File: src/rtl/if_fetch_unit.sv
// Instruction-fetch stage: owns the PC, runs a single-outstanding req/ready
// handshake to instruction memory and drives the IF/ID write/flush controls.
`timescale 1ns/1ps
module if_fetch_unit #(
    parameter logic [31:0] RESET_PC     = 32'h0000_0000,
    parameter logic [31:0] BUBBLE_INSTR = 32'h0000_0000
) (
    input  logic        clk_i,
    input  logic        rst_i,
    output logic        imem_req_o,
    output logic [31:0] imem_addr_o,
    input  logic        imem_ready_i,
    input  logic [31:0] imem_rdata_i,
    input  logic        stall_i,
    input  logic        branch_taken_i,
    input  logic [31:0] branch_target_i,
    output logic [31:0] pc4_o,
    output logic [31:0] instr_o,
    output logic        IFIDWrite_o,
    output logic        IFFlush_o
);

    typedef enum logic [1:0] {FETCH, HOLD, DRAIN} state_t;

    state_t      state;
    logic [31:0] pc;
    logic [31:0] hold_instr;
    logic [31:0] redirect_pc;
    logic [31:0] pc_plus4;

    assign pc_plus4 = pc + 32'd4;

    // Outputs are combinational so IF/ID captures them on the same edge as the PC update.
    always_comb begin
        imem_req_o  = 1'b0;
        imem_addr_o = 32'd0;
        pc4_o       = 32'd0;
        instr_o     = 32'd0;
        IFIDWrite_o = 1'b0;
        IFFlush_o   = 1'b0;
        if (rst_i) begin
            case (state)
                FETCH: begin
                    imem_req_o  = 1'b1;
                    imem_addr_o = pc;
                    if (branch_taken_i) begin
                        IFFlush_o = 1'b1;
                    end else if (imem_ready_i && !stall_i) begin
                        IFIDWrite_o = 1'b1;
                        pc4_o       = pc_plus4;
                        instr_o     = imem_rdata_i;
                    end else if (!imem_ready_i && !stall_i) begin
                        IFFlush_o = 1'b1;
                    end
                end
                HOLD: begin
                    if (branch_taken_i) begin
                        IFFlush_o = 1'b1;
                    end else if (!stall_i) begin
                        IFIDWrite_o = 1'b1;
                        pc4_o       = pc_plus4;
                        instr_o     = hold_instr;
                    end
                end
                DRAIN: begin
                    // Old address stays on the bus until the abandoned fetch completes.
                    imem_req_o  = 1'b1;
                    imem_addr_o = pc;
                    IFFlush_o   = !stall_i;
                end
                default: ;
            endcase
        end
    end

    always_ff @(posedge clk_i or negedge rst_i) begin
        if (!rst_i) begin
            state       <= FETCH;
            pc          <= RESET_PC;
            hold_instr  <= BUBBLE_INSTR;
            redirect_pc <= RESET_PC;
        end else begin
            case (state)
                FETCH: begin
                    if (branch_taken_i) begin
                        if (imem_ready_i) begin
                            pc <= branch_target_i;
                        end else begin
                            redirect_pc <= branch_target_i;
                            state       <= DRAIN;
                        end
                    end else if (imem_ready_i && !stall_i) begin
                        pc <= pc_plus4;
                    end else if (imem_ready_i && stall_i) begin
                        hold_instr <= imem_rdata_i;
                        state      <= HOLD;
                    end
                end
                HOLD: begin
                    if (branch_taken_i) begin
                        pc         <= branch_target_i;
                        hold_instr <= BUBBLE_INSTR;
                        state      <= FETCH;
                    end else if (!stall_i) begin
                        pc    <= pc_plus4;
                        state <= FETCH;
                    end
                end
                DRAIN: begin
                    // A newer branch during the drain replaces the pending target.
                    if (branch_taken_i) begin
                        redirect_pc <= branch_target_i;
                    end
                    if (imem_ready_i) begin
                        pc    <= branch_taken_i ? branch_target_i : redirect_pc;
                        state <= FETCH;
                    end
                end
                default: state <= FETCH;
            endcase
        end
    end

endmodule

File: config.mk
export PLATFORM = sky130hd
export DESIGN_NAME = if_fetch_unit
export DESIGN_NICKNAME = d
export VERILOG_FILES = /design/src/rtl/if_fetch_unit.sv
export SDC_FILE = /design/constraint.sdc
export NUM_CORES = 1
export LEC_CHECK = 0
export CELL_PAD_IN_SITES_DETAIL_PLACEMENT = 1
export CELL_PAD_IN_SITES_GLOBAL_PLACEMENT = 1
export CORE_MARGIN = 2
export CORE_UTILIZATION = 40
export CTS_BUF_LIST = sky130_fd_sc_hd__clkbuf_4
export DETAILED_ROUTE_END_ITERATION = 12
export HOLD_SLACK_MARGIN = 0.06
export PLACE_DENSITY_LB_ADDON = 0.1
export SYNTH_ARGS = -nofsm -noshare
export SYNTH_HDL_FRONTEND = slang
export SYNTH_SLANG_ARGS = --single-unit
File: constraint.sdc
create_clock -name clk_i -period 5.5 [get_ports clk_i]
set_input_delay 1.1 -clock clk_i [delete_from_list [all_inputs] [get_ports clk_i]]
set_output_delay 1.1 -clock clk_i [all_outputs]
set_load 0.03 [all_outputs]
==> run metrics, run 1 <==
first-pass GRT wire length=32770 um; FF/Latch Area=0.002452 mm2; max-slew violation count=0; ys async rst share=100.0%; clock period minus worst slack=4.723 ns; Worst EP arrival=3.62 ns; CTS H-tree lvls=3; fin crit share=85.88%; PortBufs=167; fill count=1781; largest cells by area after synthesis=dfrtp_1 40%, mux2_2 5.7%, nand2_1 5.7%; WL final=20230 um; Area Overhead vs Synth=31.99%; # IOs=168; Leak=3.217 nW; Core Rows=45; layout cells sized above 1=9.474%; DR pass1 iterations=5; DIE AREA=0.01620 mm2; maximum vdd drop=0.1146 mV; Syn Area/Cell=8.466 um2; Synthesized Nets=788; most common cell in the synthesized netlist=dfrtp_1; clk sinks=98; largest net degree at the start of global routing=65; setup-violating endpoint count in the final report=0; # nets final=920; pwr dens=263.8 mW/mm2; CP max FO=10; slack of the critical path=0.7768 ns; worst path required time=4.40 ns; Remaining DRCs=0; post-synthesis sequential area ratio=40.35%; clock skew=0.01241 ns; CTS root buffer=clkbuf_4; initial antenna violation count=1; Netlist cell types=60; vias in the first global route=6324; RD Place Congestion=0.8463; Max Clk Rate=0.2117 GHz; EDFF count, synth=0; Chip Width=127.3 um; Initial DRC Count=438; CP Capture Type=primary output; worst slew pin tran=0.8744 ns; Cell Area, Placed=0.007849 mm2; Synth top area share=40.35%; multi-input logic area=0.003347 mm2; routed len/inst=19.38 um; Placement Setup Slack=0.7682 ns; critical path type=primary input to primary output; chip height=127.3 um; Synth Register Bits=98; synth warn=0; synth cell count leaders=98 x dfrtp_1, 92 x nand2_1, 88 x nor2_1, 60 x o21ai_0; worst min path class=primary input to async pin; worst skew pair latency=0.49 ns; Setup Buffers After CTS=0; routed vias=5913; Starting Density=40.43%; Num CTS Buffers=9; CTS Buffer Depth=2; Clock transition at path regs=0.14 ns; Synth area leader=dfrtp_1; Final ANT Viol Nets=0; synthesized area=0.006078 mm2; Core Area=0.01503 mm2; hold_buf cts=0; Design Area, Final=0.008023 mm2; post-synthesis cell count=718; vias per cell=5.664; grt total ovfl=0; total track usage=25.56%; Worst Setup Start Kind=primary input; RSZ-0062 raised after global routing=no; Rel. slew slack=41.39%; Final TNS setup=0 ns; placed wire-length estimate=14510 um; Max Cap Viol=0; CTS tree=yes; final hold violations=0; ys flop type=dfrtp_1; status=finished clean; cts repair resizes=0
[metal layers]
metal | vias to the layer above | GRT usage, % | part of all wire, %
met3 | 18 | 5.276 | 4.8
li1 | 2777 | - | -
met1 | 2977 | 32.08 | 43
met2 | 141 | 44.51 | 51
met4 | 0 | 7.563 | 1.3
met5 | - | 0 | 0
[cells by family after synthesis]
kind of cell               after synthesis  share of synthesized area [%]
DFF                                     98                          40.35
muxes                                   38                          6.896
AOI/OAI and AO/OA                      159                          16.76
adders and majority gates                1                         0.2058
and+or+nand+nor                        322                          26.88
xor gates and xnor gates                27                          3.891
buffers and inverters                   73                          5.023
[report_power, final]
group	total, W	switching (W)	leakage [nW]	internal (W)
combinational	0.000647	0.000357	1.94	0.000290
clock	0.000440	0.000260	0.0869	0.000180
sequential	0.00103	0.000163	1.19	0.000867
total	0.00212	0.000779	3.22	0.00134
[per-stage QoR]
stage	hold slack [ns]	util, %	instances	power [W]
after global placement	0.4626	52.21	1026	0.001651
after global routing	0.3621	53.37	1044	0.002243
after floorplan	0.4502	-	718	0.001415
after CTS	0.3711	53.22	1042	0.002132
final	0.4120	53.37	1044	0.002116
after detailed placement	0.4814	52.21	1026	0.001693
[registers in the layout, summed over array words and instances, names as in the netlist]
name,count
redirect_pc,32
state,2
pc,32
hold_instr,32
[cell type report]
type / instances / share of cell area (%)
antenna: 1 / 0.03119
clock buffer: 9 / 0.8422
clock inverter: 7 / 1.045
inverter: 12 / 0.5614
multi-input combinational: 547 / 41.72
sequential: 98 / 30.57
tap: 188 / 2.932
timing repair buffer: 182 / 22.30
[worst max-delay path, stage by stage]
cell,delay (ns)
clkdlybuf4s50_1,0.58
nor2_2,0.16
nor3_4,0.39
nand2_1,0.13
or4_1,0.51
nand2_1,0.08
clkdlybuf4s50_1,0.66
[layout by cell type (no fill, tap or decap), types with 3 or more instances in the layout]
| cell | synthesis | layout |
|---|---|---|
| nand2b_1 | 8 | 8 |
| nand4_1 | 10 | 10 |
| nand3_1 | 25 | 25 |
| a21oi_1 | 23 | 23 |
| nor2b_1 | 6 | 5 |
| buf_4 | 0 | 15 |
| a31oi_1 | 3 | 3 |
| nor2_1 | 88 | 88 |
| nand2_1 | 92 | 92 |
| clkdlybuf4s50_1 | 0 | 165 |
| nand3b_1 | 3 | 3 |
| dfrtp_1 | 98 | 98 |
| a211o_1 | 3 | 3 |
| and3_1 | 9 | 9 |
| a221oi_1 | 9 | 9 |
| clkbuf_4 | 0 | 9 |
| mux2_2 | 31 | 31 |
| mux2i_1 | 7 | 7 |
| a211oi_1 | 6 | 6 |
| o311ai_0 | 4 | 4 |
| xnor2_1 | 13 | 13 |
| o21ai_0 | 60 | 60 |
| a22oi_1 | 36 | 36 |
| xor2_1 | 14 | 14 |
| inv_1 | 12 | 12 |
| clkinv_2 | 0 | 4 |
| nor3_1 | 17 | 17 |
| and2_1 | 36 | 36 |
| nor3b_1 | 4 | 4 |
[worst paths after layout]
path / from / to / slack [ns] / cells after the start
max in group asynchronous: rst_i / hold_instr[9] / 4.21 / 2
max: imem_ready_i / pc4_o[31] / 0.78 / 7
min: rst_i / state[1] / 0.41 / 1
max reg2reg: state[1] / pc[22] / 2.76 / 6
min reg2reg: hold_instr[29] / hold_instr[29] / 0.50 / 2
min in group clk_i: hold_instr[29] / hold_instr[29] / 0.50 / 2
Note: power is estimated with default switching activity, not from simulation.
==> run 2, diff against run 1 <==
==> constraint.sdc (replaced) <==
create_clock -name clk_i -period 5.5 [get_ports clk_i]
set_input_delay 1.1 -clock clk_i [delete_from_list [all_inputs] [get_ports clk_i]]
set_output_delay 1.1 -clock clk_i [all_outputs]
set_load 0.005 [all_outputs]
==> run 2 against run 1 <==
  * Clock skew decreased by 0.0010 ns
  * Fmax is 4.1% higher
  * Worst hold slack worse by 0.013 ns
  * Die area unchanged
  * Register-to-register slack lost 0.05 ns
  * Clock power is essentially flat
  * Combinational power shrank 11%
  * Largest power group unchanged
==> run metrics, run 2 (same netlist as run 1, synthesis figures left out) <==
RSZ-0062 raised after global routing=no; PortBufs=167; pwr dens=255.0 mW/mm2; CTS root buffer=clkbuf_4; hold_buf cts=0; Num CTS Buffers=9; R2R depth=6; worst slew pin tran=1.159 ns; Worst Setup Start Kind=primary input; Worst R2R Setup Slack=2.71 ns; CP delay by family, top=simple AND/OR/NAND/NOR gates; Max Clk Rate=0.2203 GHz; worst skew pair latency=0.49 ns; CTS Buffer Depth=2; Chip Width=127.3 um; Design Area, Final=0.008015 mm2; setup-violating endpoint count in the final report=0; grt total ovfl=0; final hold violations=0; vias in the first global route=6225; Initial DRC Count=300; Critical Path Max Stage Delay=0.61 ns; clk sinks=98; placed wire-length estimate=14500 um; Crit path buffers/inverters=2; CP Capture Type=primary output; WHS=0.3993 ns; routed vias=5917; Remaining DRCs=0; Worst EP arrival=3.44 ns; # IOs=168; placed cell count=1025; DIE AREA=0.01620 mm2; worst r2r dst=pc[22]; CP max FO=10; CTS tree=yes; layout cells sized above 1=9.368%; fin crit share=82.52%; FF/Latch Area=0.002452 mm2; DR pass1 iterations=5; Power Total=0.002044 W; Final ANT Viol Nets=0; worst path required time=4.40 ns; Leak=3.212 nW; Rel. slew slack=22.40%; CTS H-tree lvls=3; cts repair resizes=0; r2r startpoint=state[1]; commonest non-fill, non-tap cell in the layout=clkdlybuf4s50_1; Max Cap Viol=0; status=finished clean; Top Registers=hold_instr: 32 flops, pc: 32 flops, redirect_pc: 32 flops; crit-path cells=clkdlybuf4s50_1, nor2_2, nor3_4, nand2_1, or4_1, nand2_1, clkdlybuf4s50_1; critical path type=primary input to primary output; # nets final=919; RD Place Congestion=0.8466; total track usage=25.25%; max-slew violation count=0; Core Rows=45; Cell Area, Placed=0.007841 mm2; Starting Density=40.43%; clock period minus worst slack=4.539 ns; Worst path slowest cell=clkdlybuf4s50_1; worst min path class=primary input to async pin; vias per cell=5.673; commonest cells after routing, fill and taps aside=165 x clkdlybuf4s50_1, 98 x dfrtp_1, 92 x nand2_1; Core Area=0.01503 mm2; Post-Layout Cell Count=1043; fill count=1789; Area Overhead vs Synth=31.87%; largest net degree at the start of global routing=65; WL final=20210 um; multi-input logic area=0.003347 mm2; initial antenna violation count=1; first-pass GRT wire length=32520 um; routed len/inst=19.37 um; chip height=127.3 um; clock skew=0.01138 ns; Final TNS setup=0 ns; Clock transition at path regs=0.14 ns; maximum vdd drop=0.09736 mV; Setup Buffers After CTS=0
run 2: changes by cell type in the layout (fill, tap and decap cells not counted), sizes merged:
cell | previous run | this run
buf | 17 | 16
run 2: where the power goes:
| group | switching, W | leakage, nW | internal [W] |
|---|---|---|---|
| Combinational | 0.000285 | 1.94 | 0.000289 |
| Sequential | 0.000163 | 1.19 | 0.000867 |
| Clock | 0.000259 | 0.0869 | 0.000180 |
| Total | 0.000708 | 3.21 | 0.00134 |
run 2: final cells by class:
cell class	instances	share of cell area [%]
repair buffers	181	22.23
multi-input cells	547	41.76
clock inverters	7	1.046
flip-flops and latches	98	30.60
well taps	188	2.935
inverters	12	0.5620
diodes	1	0.03122
clock buffers	9	0.8430
run 2: worst max path at each step:
stage / depth (start not counted) / to / slack, ns / start
floorplan: 5 / instr_o[11] / 2.13 / branch_taken_i
global placement: 7 / pc4_o[31] / 1.01 / imem_ready_i
detailed placement: 7 / pc4_o[31] / 0.94 / imem_ready_i
CTS: 7 / pc4_o[31] / 0.94 / imem_ready_i
global route: 7 / pc4_o[31] / 0.82 / imem_ready_i
finish: 7 / pc4_o[31] / 0.96 / imem_ready_i
run 2: through the flow:
stage / utilization, % / worst slack, ns
after floorplan: - / 2.126
after global placement: 52.16 / 1.006
after detailed placement: 52.16 / 0.9432
after CTS: 53.17 / 0.9420
after global routing: 53.32 / 0.8220
final: 53.32 / 0.9614
run 2: routing by layer:
metal | vias to the layer above | track usage, % | wire length [um]
li1 | 2784 | - | -
met1 | 2957 | 33.17 | 8934
met2 | 151 | 42.75 | 10070
met3 | 25 | 3.434 | 795
met4 | 0 | 9.179 | 409
met5 | - | 0 | 0
run 2: worst reg2reg max path, delay by kind of cell, from the launching register on:
family	cells	cell delay, ns
buffers and inverters	2	0.74
AO/OA/AOI/OAI	2	1.10
flip-flops	1	0.59
AND/OR/NAND/NOR	2	0.28
